File: src/rtl/fft_sdf_sequencer.sv
// Control sequencer for a pipelined radix-2 DIF single-delay-feedback FFT.
// A single timeline counter t starts on the first accepted sample. Every stage
// strobe is a fixed function of t, and no sample data passes through this block.
module fft_sdf_sequencer #(
  parameter int N     = 32,
  parameter int LOG2N = 5
) (
  input  logic                           clk,
  input  logic                           rst,
  input  logic                           in_valid,
  output logic                           in_ready,
  output logic                           zero_fill,
  output logic [LOG2N-1:0]               bf_mode,
  output logic [LOG2N-2:0]               mult_cnt_en,
  output logic [(LOG2N-1)*(LOG2N-1)-1:0] tw_idx,
  output logic                           out_valid,
  output logic [LOG2N-1:0]               out_idx,
  output logic                           busy,
  output logic                           done,
  output logic                           frame_err
);

  localparam int TW  = LOG2N - 1;       // twiddle index field width
  localparam int TB  = LOG2N + 2;       // timeline width; LAT+N-1 < 4N, so t never wraps
  localparam int LAT = N + 2*LOG2N - 2; // t of the first FFT output
  localparam logic [TB-1:0] T_LOAD_END = TB'(N - 1);
  localparam logic [TB-1:0] T_LAST     = TB'(LAT + N - 1);

  typedef enum logic [1:0] {IDLE, LOAD, DRAIN} state_t;

  // Pipeline offset L_s of stage s. Each earlier stage adds its delay line,
  // one butterfly register and one multiplier register.
  function automatic int stage_offset(input int s);
    int l;
    l = 0;
    for (int i = 0; i < s; i++) l = l + (N >> (i + 1)) + 2;
    return l;
  endfunction

  state_t         state_q, state_d;
  logic [TB-1:0]  t_q, t_d;
  logic           done_d, err_d;

  // Status outputs are decoded straight from the state register.
  assign in_ready  = (state_q != DRAIN);
  assign busy      = (state_q != IDLE);
  assign zero_fill = (state_q == DRAIN);

  // Next state and timeline. An accept in IDLE is sample 0 at t=0, so the
  // first LOAD cycle already carries t=1.
  always_comb begin
    // NOTE: every combinational output gets a default first, so no path can infer a latch.
    state_d = state_q;
    t_d     = t_q;
    done_d  = 1'b0;
    err_d   = 1'b0;
    unique case (state_q)
      IDLE: begin
        if (in_valid) begin
          state_d = LOAD;
          t_d     = t_q + 1'b1;
        end
      end
      LOAD: begin
        if (!in_valid) begin
          state_d = IDLE;
          t_d     = '0;
          err_d   = 1'b1;
        end else begin
          t_d = t_q + 1'b1;
          if (t_q == T_LOAD_END) state_d = DRAIN;
        end
      end
      DRAIN: begin
        if (t_q == T_LAST) begin
          state_d = IDLE;
          t_d     = '0;
          done_d  = 1'b1;
        end else begin
          t_d = t_q + 1'b1;
        end
      end
      default: begin
        state_d = IDLE;
        t_d     = '0;
      end
    endcase
  end

  // Strobes are evaluated for the next timeline value and then registered,
  // so each one lines up with the cycle its sample reaches the block it controls.
  logic             busy_d;
  int               t_d_int;
  logic [LOG2N-1:0] bf_d;
  logic [LOG2N-2:0] mult_d;
  logic [TW*TW-1:0] tw_d;

  assign busy_d  = (state_d != IDLE);
  assign t_d_int = int'(t_d);

  for (genvar s = 0; s < LOG2N; s++) begin : g_stage
    localparam int D = N >> (s + 1);
    localparam int L = stage_offset(s);
    int c;
    assign c = t_d_int - L;
    // The butterfly is active in the second half of every 2*D_s period of the input window.
    assign bf_d[s] = busy_d && (c >= 0) && (c < N) && ((c & D) != 0);
    if (s < LOG2N - 1) begin : g_mult
      int   m;
      logic hit;
      assign m   = c - 1;
      // The multiplier sits one register behind the butterfly that feeds it.
      assign hit = busy_d && (m >= D) && (m < N + D) && ((m & D) != 0);
      assign mult_d[s]        = hit;
      assign tw_d[s*TW +: TW] = hit ? TW'((m & (D - 1)) << s) : '0;
    end
  end

  // Output bins leave the pipeline in bit-reversed order. Mirroring the
  // output count gives the natural-order bin index.
  int               o;
  logic [LOG2N-1:0] o_bits, o_rev;
  logic             ov_d;

  assign o      = t_d_int - LAT;
  assign o_bits = o[LOG2N-1:0];
  assign ov_d   = busy_d && (o >= 0) && (o < N);

  for (genvar b = 0; b < LOG2N; b++) begin : g_rev
    assign o_rev[b] = o_bits[LOG2N-1-b];
  end

  // State, timeline and registered strobes. An asynchronous reset clears everything at once.
  always_ff @(posedge clk or posedge rst) begin
    if (rst) begin
      state_q     <= IDLE;
      t_q         <= '0;
      bf_mode     <= '0;
      mult_cnt_en <= '0;
      tw_idx      <= '0;
      out_valid   <= 1'b0;
      out_idx     <= '0;
      done        <= 1'b0;
      frame_err   <= 1'b0;
    end else begin
      // NOTE: sequential state uses non-blocking assignments, so every register samples pre-edge values.
      state_q     <= state_d;
      t_q         <= t_d;
      bf_mode     <= bf_d;
      mult_cnt_en <= mult_d;
      tw_idx      <= tw_d;
      out_valid   <= ov_d;
      out_idx     <= ov_d ? o_rev : '0;
      done        <= done_d;
      frame_err   <= err_d;
    end
  end

endmodule

File: config.mk
export PLATFORM = sky130hd
export DESIGN_NAME = fft_sdf_sequencer
export DESIGN_NICKNAME = d
export VERILOG_FILES = /design/src/rtl/fft_sdf_sequencer.sv
export SDC_FILE = /design/constraint.sdc
export NUM_CORES = 1
export LEC_CHECK = 0
export ABC_AREA = 1
export CAP_MARGIN = 25
export CORE_UTILIZATION = 49
export DETAILED_ROUTE_END_ITERATION = 6
export PLACE_DENSITY = 0.87
export RECOVER_POWER = 25
export SYNTH_ARGS = -nofsm -noshare
export SYNTH_HDL_FRONTEND = slang
export SYNTH_SLANG_ARGS = --single-unit
File: constraint.sdc
create_clock -name clk -period 2.4 [get_ports clk]
set_input_delay 0.48 -clock clk [delete_from_list [all_inputs] [get_ports clk]]
set_output_delay 0.48 -clock clk [all_outputs]
set_load 0.01 [all_outputs]
==> flow_metrics.tcl <==
set metrics [dict create \
    clockRootBuffer "clkbuf_8" \
    grt_pass1_vias 2399 \
    critical_path_class "flip-flop to flip-flop" \
    holdCritPathClass "flip-flop to flip-flop" \
    ctsHoldBuffers 0 \
    num_rows 25 \
    hold_viol_final 0 \
    drc 0 \
    top_usage_layer "met2" \
    nFillCells 279 \
    maxCapViolations 0 \
    peakVddDrop_mv 0.334 \
    wl_per_cell_um 17.7 \
    ys.flop_type "dfrtp_1" \
    synth_sequential_area_ratio_pct 36.4 \
    antenna_found_initial 0 \
    area_delta_synth_final_pct 52.2 \
    worst_slack_ps -151 \
    period_minus_slack_ps 2550 \
    ff2ff_setup_slack_ps -150 \
    use_met1_pct 34.9 \
    status "finished, violations left" \
    synth_edf_count 0 \
    rr_worst_depth 16 \
    max_freq_mhz 392 \
    drive_gt1_share_pct 41.6 \
    synthCells 319 \
    avgSynthCellArea_sq_um 7.75 \
    io_pins 39 \
    fin_tns_setup_ps -559 \
    final_net_count 438 \
    die_y_um 73.0 \
    worst_pin_slew_ps 881 \
    die_x_um 73.0 \
    finalSetupViolCount 7 \
    gp_congestion 0.993 \
    worstPathArrival_ps 2780 \
    clock-sinks 36 \
    grt_use_met2_pct 46.2 \
    wl_um 8640 \
    cts_tree "built" \
    multi_input_area_sq_um 1630 \
    r2r_end "tw_idx[10]" \
    yosys.area_share.simple_pct 38.7 \
    grt_pass1_wl_um 11100 \
    port_buffers 32 \
    yosys_register_bits 36 \
    violations "setup timing" \
    dr.pass1.iters 7 \
    dp_hpwl_um 4770 \
    met3_usage_pct 4.56 \
    grt_start_max_net_pins 37 \
    rsz0062_at_grt "yes" \
    required_ps 2630 \
    via_count 2786 \
    drv_slew 0 \
    leakage_nw 1.90 \
    grt.overflow.total 0 \
    via_per_inst 5.71 \
    finalClockSkew_ps 8.75 \
    grt_usage_pct 27.1 \
    final_common_cell "nand2_1" \
    fp.coreArea_sq_um 4790 \
    power_mw 1.17 \
    synth_xor_area_share_pct 1.42 \
    h-tree-depth 2 \
    dr.first_iter.drc_count 365 \
    cts_buffers 5 \
    synthAdderAreaFrac_pct 7.59 \
    synth_area_sq_um 2470 \
    crit_end "tw_idx[10]" \
    async_reset_ff_share_pct 100 \
    period_share_pct 106 \
    start_util_pct 51.7 \
    ant_nets 0 \
    crit_fanout 3 \
    clockBufferDepth 2 \
    synth_compound_area_share_pct 6.07 \
    startpoint_type "flip-flop" \
    end_kind "flip-flop" \
    r2r_start "t_q[0]" \
    worstHoldStart "state_q[1]" \
    maxSlewHeadroom_pct 41.3 \
    synthMuxAreaShare_pct 0 \
    final_cell_mix "64 x nand2_1, 58 x buf_4, 34 x dfrtp_1" \
    dieArea_sq_um 5330 \
    ys_types 37 \
    hold-worst-slack_ps 587 \
    final_util_pct 78.6 \
    clkLatencyLatePin_ps 300 \
    cts.reportedPaths.clkPinSlew_ps 80 \
    powerDensity_nw_per_um2 311 \
    worstSetupStartpoint "t_q[0]" \
    ys_warn_count 0 \
    antennaDiodeCount 0 \
    seqCellArea_sq_um 903 \
    synth_top_family_by_area "simple AND/OR/NAND/NOR gates" \
]
## cells by family (layout without fill, tap and decap cells)
logic type | count (synthesis) | in the layout
AO/OA/AOI/OAI | 25 | 25
buffers and inverters | 49 | 146
adder cells (fa/ha/maj) | 15 | 15
XOR/XNOR | 4 | 4
flip-flops | 36 | 36
other | 1 | 6
AND/OR/NAND/NOR | 189 | 189
## worst max-delay path: stages, from the launching register on
cell,delay [ps]
dfrtp_1,430
buf_6,130
inv_2,30
ha_1,270
o21ai_1,160
inv_1,90
o21ai_4,70
inv_2,80
ha_4,170
inv_4,80
xor2_2,200
nand2_1,90
a21oi_1,180
o21ai_1,100
nor2_1,170
nand3_2,120
nor2_1,110
## layer usage
metal	wire (um)	share of wire [%]
met4	466	5.4
met3	713	8.2
met2	4180	48
met1	3280	38
met5	0	0
## report_power, final
| group | switching [mW] | leakage (nW) | internal, mW | total (mW) |
|---|---|---|---|---|
| sequential | 0 | 0.443 | 0.606 | 0.606 |
| combinational | 0.0216 | 1.40 | 0.00686 | 0.0285 |
| clock | 0.228 | 0.0541 | 0.307 | 0.535 |
## worst min-delay path by stage
stage	endpoint	cells after the start
after global placement	frame_err	1
after detailed placement	frame_err	1
after floorplan	frame_err	1
final	frame_err	1
after CTS	bf_mode[1]	3
after global routing	frame_err	1
## Yosys cell counts, types with 2 or more instances
| cell type | number | share of area, % |
|---|---|---|
| a21oi_1 | 9 | 1.8 |
| nor2_2 | 4 | 1.0 |
| nor2_1 | 43 | 6.5 |
| buf_4 | 7 | 2.1 |
| nor2_4 | 2 | 0.91 |
| nand2_4 | 3 | 1.4 |
| inv_4 | 2 | 0.51 |
| ha_1 | 15 | 7.6 |
| nand4_1 | 4 | 1.0 |
| nand2_2 | 7 | 1.8 |
| xor2_1 | 4 | 1.4 |
| inv_1 | 30 | 4.6 |
| o21ai_0 | 7 | 1.4 |
| inv_2 | 7 | 1.1 |
| nand3_1 | 22 | 4.5 |
| nor4_1 | 3 | 0.76 |
| nand3_2 | 9 | 3.6 |
| nand2_1 | 82 | 12 |
| nor3_1 | 2 | 0.40 |
| dfrtp_1 | 36 | 36 |
| nand3_4 | 3 | 2.1 |
| o21ai_1 | 3 | 0.61 |
## metrics by stage
stage,worst slack (ps),instances,instance area [sq um]
floorplan,21.7,324,2500
finish,-151,488,3760
global route,-334,488,3760
global placement,-391,466,3220
detailed placement,-492,466,3220
CTS,-10.3,477,3420
## state kept, by name, summed over array words and instances, names as in the netlist
signal       cells
bf_mode          5
tw_idx          10
done             1
out_valid        1
out_idx          5
frame_err        1
state_q          2
mult_cnt_en      4
t_q              7
## layout make-up
cell class | count | share of cell area, %
clock buffer | 5 | 1.83
multi-input combinational | 239 | 43.2
timing repair buffer | 98 | 23.0
sequential | 36 | 24.0
inverter | 40 | 4.62
clock inverter | 3 | 1.13
tap | 67 | 2.23
## repair_timing
action | in CTS | in global routing
pin swaps | 10 | 32
resized for setup | 17 | 69
endpoints found under the setup margin | 17 | 24
setup buffers | 3 | 12
No activity file was read; power rests on OpenSTA's default activity.
